### src/rtl/muller_c_pipeline.sv
// Clock-synchronous Muller C-element micropipeline: DEPTH stages of two-phase
// req/ack handshaking carrying WIDTH-bit bundled data, with occupancy and protocol checks.
module muller_c_pipeline #(
    parameter int unsigned WIDTH = 8,
    parameter int unsigned DEPTH = 4
) (
    input  logic                         wb_clk_i,
    input  logic                         wb_rst_i,
    input  logic                         in_req,
    input  logic [WIDTH-1:0]             in_data,
    output logic                         in_ack,
    output logic                         out_req,
    output logic [WIDTH-1:0]             out_data,
    input  logic                         out_ack,
    output logic [DEPTH-1:0]             c_state,
    output logic [$clog2(DEPTH+1)-1:0]   occupancy,
    output logic                         proto_err
);

    localparam int unsigned OCC_W = $clog2(DEPTH+1);

    logic [DEPTH-1:0] c_q, c_d;
    logic [WIDTH-1:0] d_q [DEPTH];
    logic [WIDTH-1:0] d_d [DEPTH];
    logic             in_req_q, in_req_d;
    logic             out_ack_q, out_ack_d;
    logic             proto_err_q, proto_err_d;

    logic [DEPTH-1:0] a_vec;
    logic [DEPTH-1:0] b_vec;
    logic [DEPTH-1:0] next_vec;
    logic [DEPTH-1:0] held;
    logic [WIDTH-1:0] d_src [DEPTH];
    logic [OCC_W-1:0] occ_sum;
    logic             in_err;
    logic             out_err;

    // Neighbour views of the chain built as shifted vectors so every stage sees only pre-edge state.
    always_comb begin
        a_vec    = {c_q[DEPTH-2:0], in_req};
        next_vec = {out_ack, c_q[DEPTH-1:1]};
        b_vec    = ~next_vec;
        held     = c_q ^ next_vec;

        d_src[0] = in_data;
        for (int unsigned i = 1; i < DEPTH; i++) begin
            d_src[i] = d_q[i-1];
        end

        c_d = c_q;
        d_d = d_q;
        for (int unsigned i = 0; i < DEPTH; i++) begin
            if (a_vec[i] == b_vec[i]) begin
                c_d[i] = a_vec[i];
            end
            if (c_d[i] != c_q[i]) begin
                d_d[i] = d_src[i];
            end
        end

        occ_sum = '0;
        for (int unsigned i = 0; i < DEPTH; i++) begin
            occ_sum = occ_sum + OCC_W'(held[i]);
        end
    end

    // Sender toggling before its last request was acknowledged, or consumer acking nothing.
    always_comb begin
        in_err      = (in_req != in_req_q) && (in_req_q != c_q[0]);
        out_err     = (out_ack != out_ack_q) && (c_q[DEPTH-1] == out_ack_q);
        in_req_d    = in_req;
        out_ack_d   = out_ack;
        proto_err_d = proto_err_q | in_err | out_err;
    end

    always_ff @(posedge wb_clk_i) begin
        if (wb_rst_i) begin
            c_q         <= '0;
            in_req_q    <= 1'b0;
            out_ack_q   <= 1'b0;
            proto_err_q <= 1'b0;
            for (int unsigned i = 0; i < DEPTH; i++) begin
                d_q[i] <= '0;
            end
        end else begin
            c_q         <= c_d;
            in_req_q    <= in_req_d;
            out_ack_q   <= out_ack_d;
            proto_err_q <= proto_err_d;
            for (int unsigned i = 0; i < DEPTH; i++) begin
                d_q[i] <= d_d[i];
            end
        end
    end

    assign in_ack    = c_q[0];
    assign out_req   = c_q[DEPTH-1];
    assign out_data  = d_q[DEPTH-1];
    assign c_state   = c_q;
    assign occupancy = occ_sum;
    assign proto_err = proto_err_q;

endmodule
### config.mk
export PLATFORM = sky130hd
export DESIGN_NAME = muller_c_pipeline
export DESIGN_NICKNAME = d
export VERILOG_FILES = /design/src/rtl/muller_c_pipeline.sv
export SDC_FILE = /design/constraint.sdc
export NUM_CORES = 1
export LEC_CHECK = 0
export ABC_AREA = 1
export BUFFER_PORTS_ARGS = -buffer_cell sky130_fd_sc_hd__buf_2
export CAP_MARGIN = 20
export CORE_UTILIZATION = 35
export CTS_BUF_LIST = sky130_fd_sc_hd__clkbuf_4
export CTS_CLUSTER_DIAMETER = 120
export DETAILED_ROUTE_END_ITERATION = 12
export SLEW_MARGIN = 20
export SYNTH_ARGS = -nofsm -noshare
export SYNTH_HDL_FRONTEND = slang
export SYNTH_SLANG_ARGS = --single-unit
### constraint.sdc
create_clock -name wb_clk_i -period 2.4 [get_ports wb_clk_i]
set_input_delay 0.48 -clock wb_clk_i [delete_from_list [all_inputs] [get_ports wb_clk_i]]
set_output_delay 0.48 -clock wb_clk_i [all_outputs]
set_load 0.01 [all_outputs]
# Word-level counts from Yosys, hierarchy flattened
# Index checks and enable logic that the tools add are counted.
[word_totals] output_inout_bits=18 inputBits=12 wordCells=33 ff_bits=39
[classes] muxes=4 eq_ne=12 n_bitwise=4 n_addsub=3 n_reduce_logical=2
[op_table] operator="1-bit != test" n=7
[op_table] operator="1-bit == test" n=5
[op_table] operator="1-bit two-way mux" n=4
[op_table] operator="4-bit inverter" n=1
[op_table] operator="4-bit XOR" n=1
[op_table] operator="2-bit by 1-bit adder with 3-bit output" n=1
[op_table] operator="3-bit by 1-bit adder with 3-bit output" n=1
[op_table] operator="1-bit by 1-bit adder with 2-bit output" n=1
[op_table] operator="1-bit logical AND" n=2
[op_table] operator="1-bit OR" n=2

# Logic depth before layout (Yosys ltp)
# Gate-level depths: netlist (run 1).
[logic_depth] ltp_word=4 depth_mapped=8

# Least setup slack after synthesis (run 1)
# No wires, ideal clock.
[synth_path] kind="reg2out" from="register c_q[0] (netlist: c_state[0])" to="output port occupancy[1]" path_stages_with_launch=8 slack_ns=0.086 arrival_time_ns=1.834 path_cell_list="dfxtp_1 > inv_2 > nor2_1 > nor2_1 > fa_1 > inv_1 > ha_1 > ha_1"
[synth_between] elab_chain_cells=4
[synth_lines] element="from (decl)" line="22" text="logic [DEPTH-1:0] c_q, c_d;"
[synth_lines] element="from (signal assigned)" line="78" text="c_q <= '0;"
[synth_lines] element="from (signal assigned)" line="86" text="c_q <= c_d;"
[synth_lines] element="4-bit XOR" line="43" text="held = c_q ^ next_vec;"
[synth_lines] element="1-bit by 1-bit adder with 2-bit output" line="63" text="occ_sum = occ_sum + OCC_W'(held[i]);"
[synth_lines] element="2-bit by 1-bit adder with 3-bit output" line="63"
[synth_lines] element="3-bit by 1-bit adder with 3-bit output" line="63"
[synth_lines] element="to (decl)" line="16" text="output logic [$clog2(DEPTH+1)-1:0] occupancy,"
# No other way between the ends.

# Final worst setup path (run 1)
[layout_path] from="register c_q[3] (netlist: c_state[3])" to="output port occupancy[1]"
[layout_between] elab_chain_cells=3
[layout_lines] element="4-bit XOR *" line="43"
[layout_lines] element="2-bit by 1-bit adder with 3-bit output" line="63"
[layout_lines] element="3-bit by 1-bit adder with 3-bit output *" line="63"
# Every way passes the cells marked *; elsewhere a longest branch is shown, timed or not.

==> results.md, run 1 <==
- Final Util: 43.6%
- Share of synthesized area occupied by flip-flops and latches: 42.5%
- Number of sinks on the clock net: 39
- Critical Path End: occupancy[1]
- Total instance count after detailed placement: 343
- Worst setup path startpoint: c_state[3]$_SDFF_PP0_
- Clk slew on worst S/H paths: 120 ps
- Cell accounting for the most synthesized area: sky130_fd_sc_hd__dfxtp_1
- Asr flop ratio synth: 0%
- Delay of the slowest cell on the worst path: 510 ps
- H-Tree Level Count: 2
- Class of the most critical hold timing path: input pin to flip-flop
- FF-to-FF Start: c_state[3]$_SDFF_PP0_
- Final clock period utilization by the worst path: 104%
- Worst setup slack for register-to-register paths: 970 ps
- Pre-Repair DR Iteration Count: 4
- Multi-input gate area: 895 um^2
- Final routed wire length divided by cell count: 10.1 um
- Num rows: 26
- Worst slew margin relative to its limit: 77.5%
- Worst reg2reg endpoint: d_q[14]$_SDFFE_PP0P_
- Die Span X: 74.5 um
- DRC viols: 0
- Worst setup skew after layout: 13.7 ps
- Drt initial violations: 72
- First-pass GRT wire length: 6360 um
- Endpoint required time on the critical path: 1920 ps
- Synth-to-Final Area Change: 20.4%
- Synth top cells by count: sky130_fd_sc_hd__nor2_1, sky130_fd_sc_hd__nand2_1, sky130_fd_sc_hd__dfxtp_1
- Setup tns final: -96.8 ps
- Die Y: 74.5 um
- Number of buffers added on ports: 29
- GR Util All Layers: 15.1%
- Weighted congestion at the end of routability-driven global placement: 0.729
- Clock buffers created by TritonCTS: 5
- Syn avg cell area: 7.24 um^2
- Library cells used by synthesis: 20
- Final Slew Violations: 0
- LEAKAGE: 0.00111 uW
- Worst vdd rail ir drop: 0.410 mV
- Ratio of cells with drive above 1 in the final layout: 26.3%
- RSZ-0062 raised after global routing: yes
- Mean number of vias per cell: 4.41
- Element type at the critical path start: flip-flop
- Smallest setup slack after layout: -88.3 ps
- Most common cell in the netlist: sky130_fd_sc_hd__nor2_1
- Highest fanout seen on the critical path: 3
- Area fraction of the dominant cell type after synthesis: 42.5%
- Number of antenna violations at the first check in global routing: 0
- Count of final hold-check violations: 0
- Synthesized net count: 269
- Core footprint: 5070 um^2
- Die area: 5550 um^2
- Post-route non-filler standard cell count: 355
- Number of enable flip-flop cells after synthesis: 0
- Power Density: 732 nW/um^2
- Minimum clock period: 2490 ps
- Final count of negative-setup-slack endpoints: 2
- Highest Clock Rate: 402 MHz
- Synthesized netlist cell count: 254
- Crit. End Element: output pin
- Slowest-stage cell, CP: sky130_fd_sc_hd__fa_1
- Area contributors post-synth: sky130_fd_sc_hd__dfxtp_1, sky130_fd_sc_hd__nor2_1, sky130_fd_sc_hd__nand2_1
- Count of synthesis-stage warnings from yosys: 0
- Register cell area after layout: 793 um^2
- Commonest register cell after synthesis: sky130_fd_sc_hd__dfxtp_1
- Via count of the first global-routing pass: 1454
- #FFs+latches synth: 39
- Largest net degree at the start of global routing: 33
- Insertion delay to the later sink of the worst-skew pair: 360 ps
- Actual slew at the worst max-slew pin: 337 ps
- MaxCap Viol Count: 0
- Worst setup path category: flip-flop to output pin
- I/O pins: 30
- N_diodes: 0
- Fill cell total of the finished layout: 569
- Final global-route overflow total: 0
- Cell Chain, Critical Path: inv_1 -> nand2_2 -> nand2_2 -> fa_1 -> inv_2 -> ha_4 -> ha_4 -> buf_6
- Count of antenna-violating nets left after detailed routing: 0
- Via count: 1566
- Buffer levels on the longest clock path: 2
- Starting density of the core: 36.2%
- Outcome: finished, violations left
- Final net count: 299
- Placed wire-length estimate: 2280 um
- DRT Wirelength: 3590 um
- Violated checks: negative setup slack
- Worst path arrival time: 2010 ps
- Area of the mapped netlist: 1840 um^2
- Clock tree from TritonCTS: done
- Reg2Reg Depth: 7
- Root Buffer Master: sky130_fd_sc_hd__clkbuf_4
[registers in the layout (all words and copies together) (netlist names)]
signal,count
c_state,4
d_q,24
in_req_q,1
out_ack_q,1
out_data,8
proto_err,1
[cells in the final DEF, fill, tap and decap left out, drive strengths merged]
master  synthesis  final
a211oi          2      2
a21oi          18     18
buf            17     42
bufinv          0      1
clkbuf          2      5
clkinv          1      3
dfxtp          39     39
fa              1      1
ha              2      2
inv            21     21
nand2          48     48
nand3          25     25
nand3b         16     16
nor2           59     59
o21ai           3      3
[per-stage QoR]
| stage | worst slack, ps | cell area [um^2] | power, uW | hold WS [ps] |
|---|---|---|---|---|
| finish | -88.3 | 2210 | 1620 | 325 |
| global route | -177 | 2210 | 1740 | 336 |
| CTS | -129 | 2200 | 1630 | 310 |
| detailed placement | 24.5 | 2000 | 1120 | 453 |
| global placement | 45.3 | 2000 | 1120 | 446 |
| floorplan | 85.7 | 1840 | 1040 | 442 |
[cell type report]
| cell class | instances | area share [%] |
|---|---|---|
| multi-input combinational | 174 | 40.4 |
| sequential | 39 | 35.9 |
| timing repair buffer | 42 | 12.0 |
| inverter | 22 | 4.07 |
| tap | 70 | 3.96 |
| clock inverter | 3 | 1.98 |
| clock buffer | 5 | 1.70 |
[timing repair]
action                     in CTS  in global routing
setup buffers                   4                  0
hold buffers                    0                  0
gates resized for setup        26                  3
setup endpoints to repair       3                  3
pin swaps                       4                  1
[layer usage]
| metal | up-vias | track usage [%] | share of wire (%) |
|---|---|---|---|
| li1 | 859 | - | - |
| met1 | 674 | 20.2 | 51 |
| met2 | 28 | 22.9 | 44 |
| met3 | 5 | 4.07 | 3.4 |
| met4 | 0 | 6.29 | 2.0 |
| met5 | - | 0 | 0 |
[worst min-delay path by stage]
stage                                        start                       end  slack [ps]  cells past startpoint
after floorplan           out_data[0]$_SDFFE_PP0P_  out_data[0]$_SDFFE_PP0P_         440                      2
after global placement    out_data[0]$_SDFFE_PP0P_  out_data[0]$_SDFFE_PP0P_         450                      2
after detailed placement  out_data[0]$_SDFFE_PP0P_  out_data[0]$_SDFFE_PP0P_         450                      2
after CTS                                  out_ack     c_state[3]$_SDFF_PP0_         310                      2
after global routing                    in_data[5]      d_q[29]$_SDFFE_PP0P_         340                      3
final                                      out_ack     c_state[3]$_SDFF_PP0_         320                      2
[worst max-delay path: cells and delay by family, from the launching register on]
family,cells,cell delay [ps]
fa+ha+maj,3,890
flops,1,370
buf+inv,3,230
simple gates,2,150
[report_power, final]
group / leakage [uW] / total [uW] / internal (uW) / switching [uW]
Sequential: 0.000323 / 752 / 716 / 36.3
Clock: 0.0000452 / 446 / 219 / 227
Combinational: 0.000740 / 421 / 194 / 227
Total: 0.00111 / 1620 / 1130 / 490
[logic make-up after synthesis]
group / count (synthesis) / synth area share (%)
AOI/OAI and AO/OA: 23 / 6.94
adders and majority gates: 3 / 2.45
and+or+nand+nor: 148 / 36.3
DFF: 39 / 42.5
buffers and inverters: 41 / 11.8
(Power assumes the default switching activity.)
==> run 2: changes to the inputs <==
Settings changed: ABC_CLOCK_PERIOD_IN_PS set to 2400, CORE_UTILIZATION 35 to 55, GPL_ROUTABILITY_DRIVEN set to 0, PLACE_DENSITY set to 0.78.
==> results.md, run 2 (synthesized netlist as in run 1, its figures left out) <==
- Outcome: finished, violations left
- Violated checks: negative setup slack
- Power Density: 695 nW/um^2 (-5.0%)
- Number of sinks on the clock net: 39 (unchanged)
- MaxCap Viol Count: 0 (unchanged)
- Post-route non-filler standard cell count: 331 (-6.8%)
- Cell Chain, Critical Path: inv_4 -> nand2_2 -> inv_2 -> nor2_2 -> fa_1 -> inv_2 -> ha_4 -> ha_4 -> buf_6
- RSZ-0062 raised after global routing: yes
- Final routed wire length divided by cell count: 10.4 um (+3.0%)
- Ratio of cells with drive above 1 in the final layout: 26.5% (+0.17 points)
- DRT Wirelength: 3440 um (-4.0%)
- Smallest setup slack after layout: -96.3 ps (-8.05 ps)
- Highest fanout seen on the critical path: 4 (+1)
- Total instance count after detailed placement: 316 (-7.9%)
- Routed length on met2: 1580 um (+1.5%)
- Worst setup skew after layout: 9.64 ps (-4.05 ps)
- Via count of the first global-routing pass: 1334 (-8.3%)
- Placed wire-length estimate: 2120 um (-7.1%)
- Root Buffer Master: sky130_fd_sc_hd__clkbuf_4
- Worst setup path category: flip-flop to output pin
- Num rows: 20 (-23%)
- Minimum clock period: 2500 ps (+8.05 ps)
- Delay of the slowest cell on the worst path: 550 ps (+40 ps)
- Die area: 3580 um^2 (-35%)
- Number of antenna violations at the first check in global routing: 0 (unchanged)
- DRC viols: 0 (unchanged)
- DR WL met3: 140 um (+16%)
- GR Util All Layers: 20.6% (+5.5 points)
- Actual slew at the worst max-slew pin: 506 ps (+168 ps)
- Pre-Repair DR Iteration Count: 4 (unchanged)
- Number of hold buffers added after cts: 0 (unchanged)
- Crit. End Element: output pin
- H-Tree Level Count: 2 (unchanged)
- Final count of negative-setup-slack endpoints: 2 (unchanged)
- Endpoint required time on the critical path: 1920 ps (about the same)
- Class of the most critical hold timing path: input pin to flip-flop
- Clock tree from TritonCTS: done
- Via count: 1597 (+2.0%)
- Highest Clock Rate: 401 MHz (-0.32%)
- Final Slew Violations: 0 (unchanged)
- Worst slew margin relative to its limit: 66.2% (-11 points)
- Die Y: 59.8 um (-20%)
- Register name with the most flops: d_q
- Clock buffers created by TritonCTS: 5 (unchanged)
- Final clock period utilization by the worst path: 104% (+0.34 points)
- First-pass GRT wire length: 5560 um (-13%)
- Most common library cell in the layout ignoring fill and taps: sky130_fd_sc_hd__nor2_1
- Flip-flop count of the largest register, all copies and words added: 24 (unchanged)
- Final Util: 69.6% (+26 points)
- Insertion delay to the later sink of the worst-skew pair: 340 ps (-20 ps)
- Top Layer Used: met4
- Commonest cells after routing, fill and taps aside: sky130_fd_sc_hd__nor2_1, sky130_fd_sc_hd__nand2_1, sky130_fd_sc_hd__dfxtp_1, sky130_fd_sc_hd__buf_2, sky130_fd_sc_hd__nand3_1
- Largest net degree at the start of global routing: 19 (-42%)
- Starting density of the core: 59.2% (+23 points)
- Drt initial violations: 52 (-28%)
- I/O pins: 30 (unchanged)
- Die Span X: 59.8 um (-20%)
- LEAKAGE: 0.00110 uW (-0.66%)
- Count of antenna-violating nets left after detailed routing: 0 (unchanged)
- Final net count: 301 (+0.67%)
- Met1 WL: 1670 um (-8.9%)
- Buffer levels on the longest clock path: 2 (unchanged)
- Worst path arrival time: 2020 ps (about the same)
- Count of final hold-check violations: 0 (unchanged)
- Core footprint: 3100 um^2 (-39%)
- Synth-to-Final Area Change: 17.5%
- Element type at the critical path start: flip-flop
- Worst vdd rail ir drop: 0.486 mV (+19%)
- Final global-route overflow total: 0 (unchanged)
- Number of buffers added on ports: 29 (unchanged)
- N_diodes: 0 (unchanged)
- Slowest-stage cell, CP: sky130_fd_sc_hd__fa_1
- Clk slew on worst S/H paths: 110 ps (about the same)
- Mean number of vias per cell: 4.82 (+9.4%)
- Setup tns final: -114 ps (-17.3 ps)
==> run 2: cell types whose count changed in the layout (fill, tap and decap cells not counted), sizes merged <==
cell,delta
buf,+2
clkbuf,+1
bufinv,-1
==> run 2: final cells by class <==
type,count,area [um^2]
clock buffer,6,45.0
clock inverter,2,7.51
fill,292,943
inverter,22,86.3
multi-input combinational,174,895
sequential,39,791
tap,44,55.1
timing repair buffer,44,280
==> run 2: stage by stage <==
step	instance area [um^2]	hold WS, ps	total power (uW)	setup WS (ps)
6_report	2160	349	1500	-96.3
5_1_grt	2160	349	1600	-180
4_1_cts	2130	346	1470	-93.6
3_5_place_dp	1960	452	1110	15.3
3_3_place_gp	1960	442	1110	45.2
2_1_floorplan	1840	442	1040	85.7
==> run 2: routing by layer <==
| layer | up-vias | global-route usage (%) |
|---|---|---|
| met5 | - | 0 |
| met2 | 46 | 34.6 |
| li1 | 860 | - |
| met4 | 0 | 5.98 |
| met1 | 684 | 25.2 |
| met3 | 7 | 6.49 |
==> run 2: path summary, 6_finish.rpt <==
check | cells after the start | slack [ps] | start | end
worst max-delay path | 9 | -100 | c_state[0]$_SDFF_PP0_ | occupancy[1]
worst min-delay path | 3 | 350 | in_data[0] | d_q[24]$_SDFFE_PP0P_
worst max register to register | 5 | 1030 | c_state[1]$_SDFF_PP0_ | d_q[23]$_SDFFE_PP0P_
worst min register to register | 2 | 470 | out_data[2]$_SDFFE_PP0P_ | out_data[2]$_SDFFE_PP0P_
==> run 2: power breakdown <==
part / switching [uW] / leakage [uW] / internal (uW)
logic: 232 / 0.000748 / 198
registers: 34.9 / 0.000323 / 716
clock network: 200 / 0.0000307 / 120
==> run 2: critical path, delay by kind of cell (launching register included) <==
family / cells / cell delay, ps
adder cells (fa/ha/maj): 3 / 940
AND/OR/NAND/NOR: 2 / 90
flip-flops: 1 / 350
buffers and inverters: 4 / 290
==> run 2: timing repair <==
action	CTS	global route
pin swaps	5	0
setup endpoints to repair	3	3
setup buffers	5	2
cloned	0	0
resized for setup	23	4
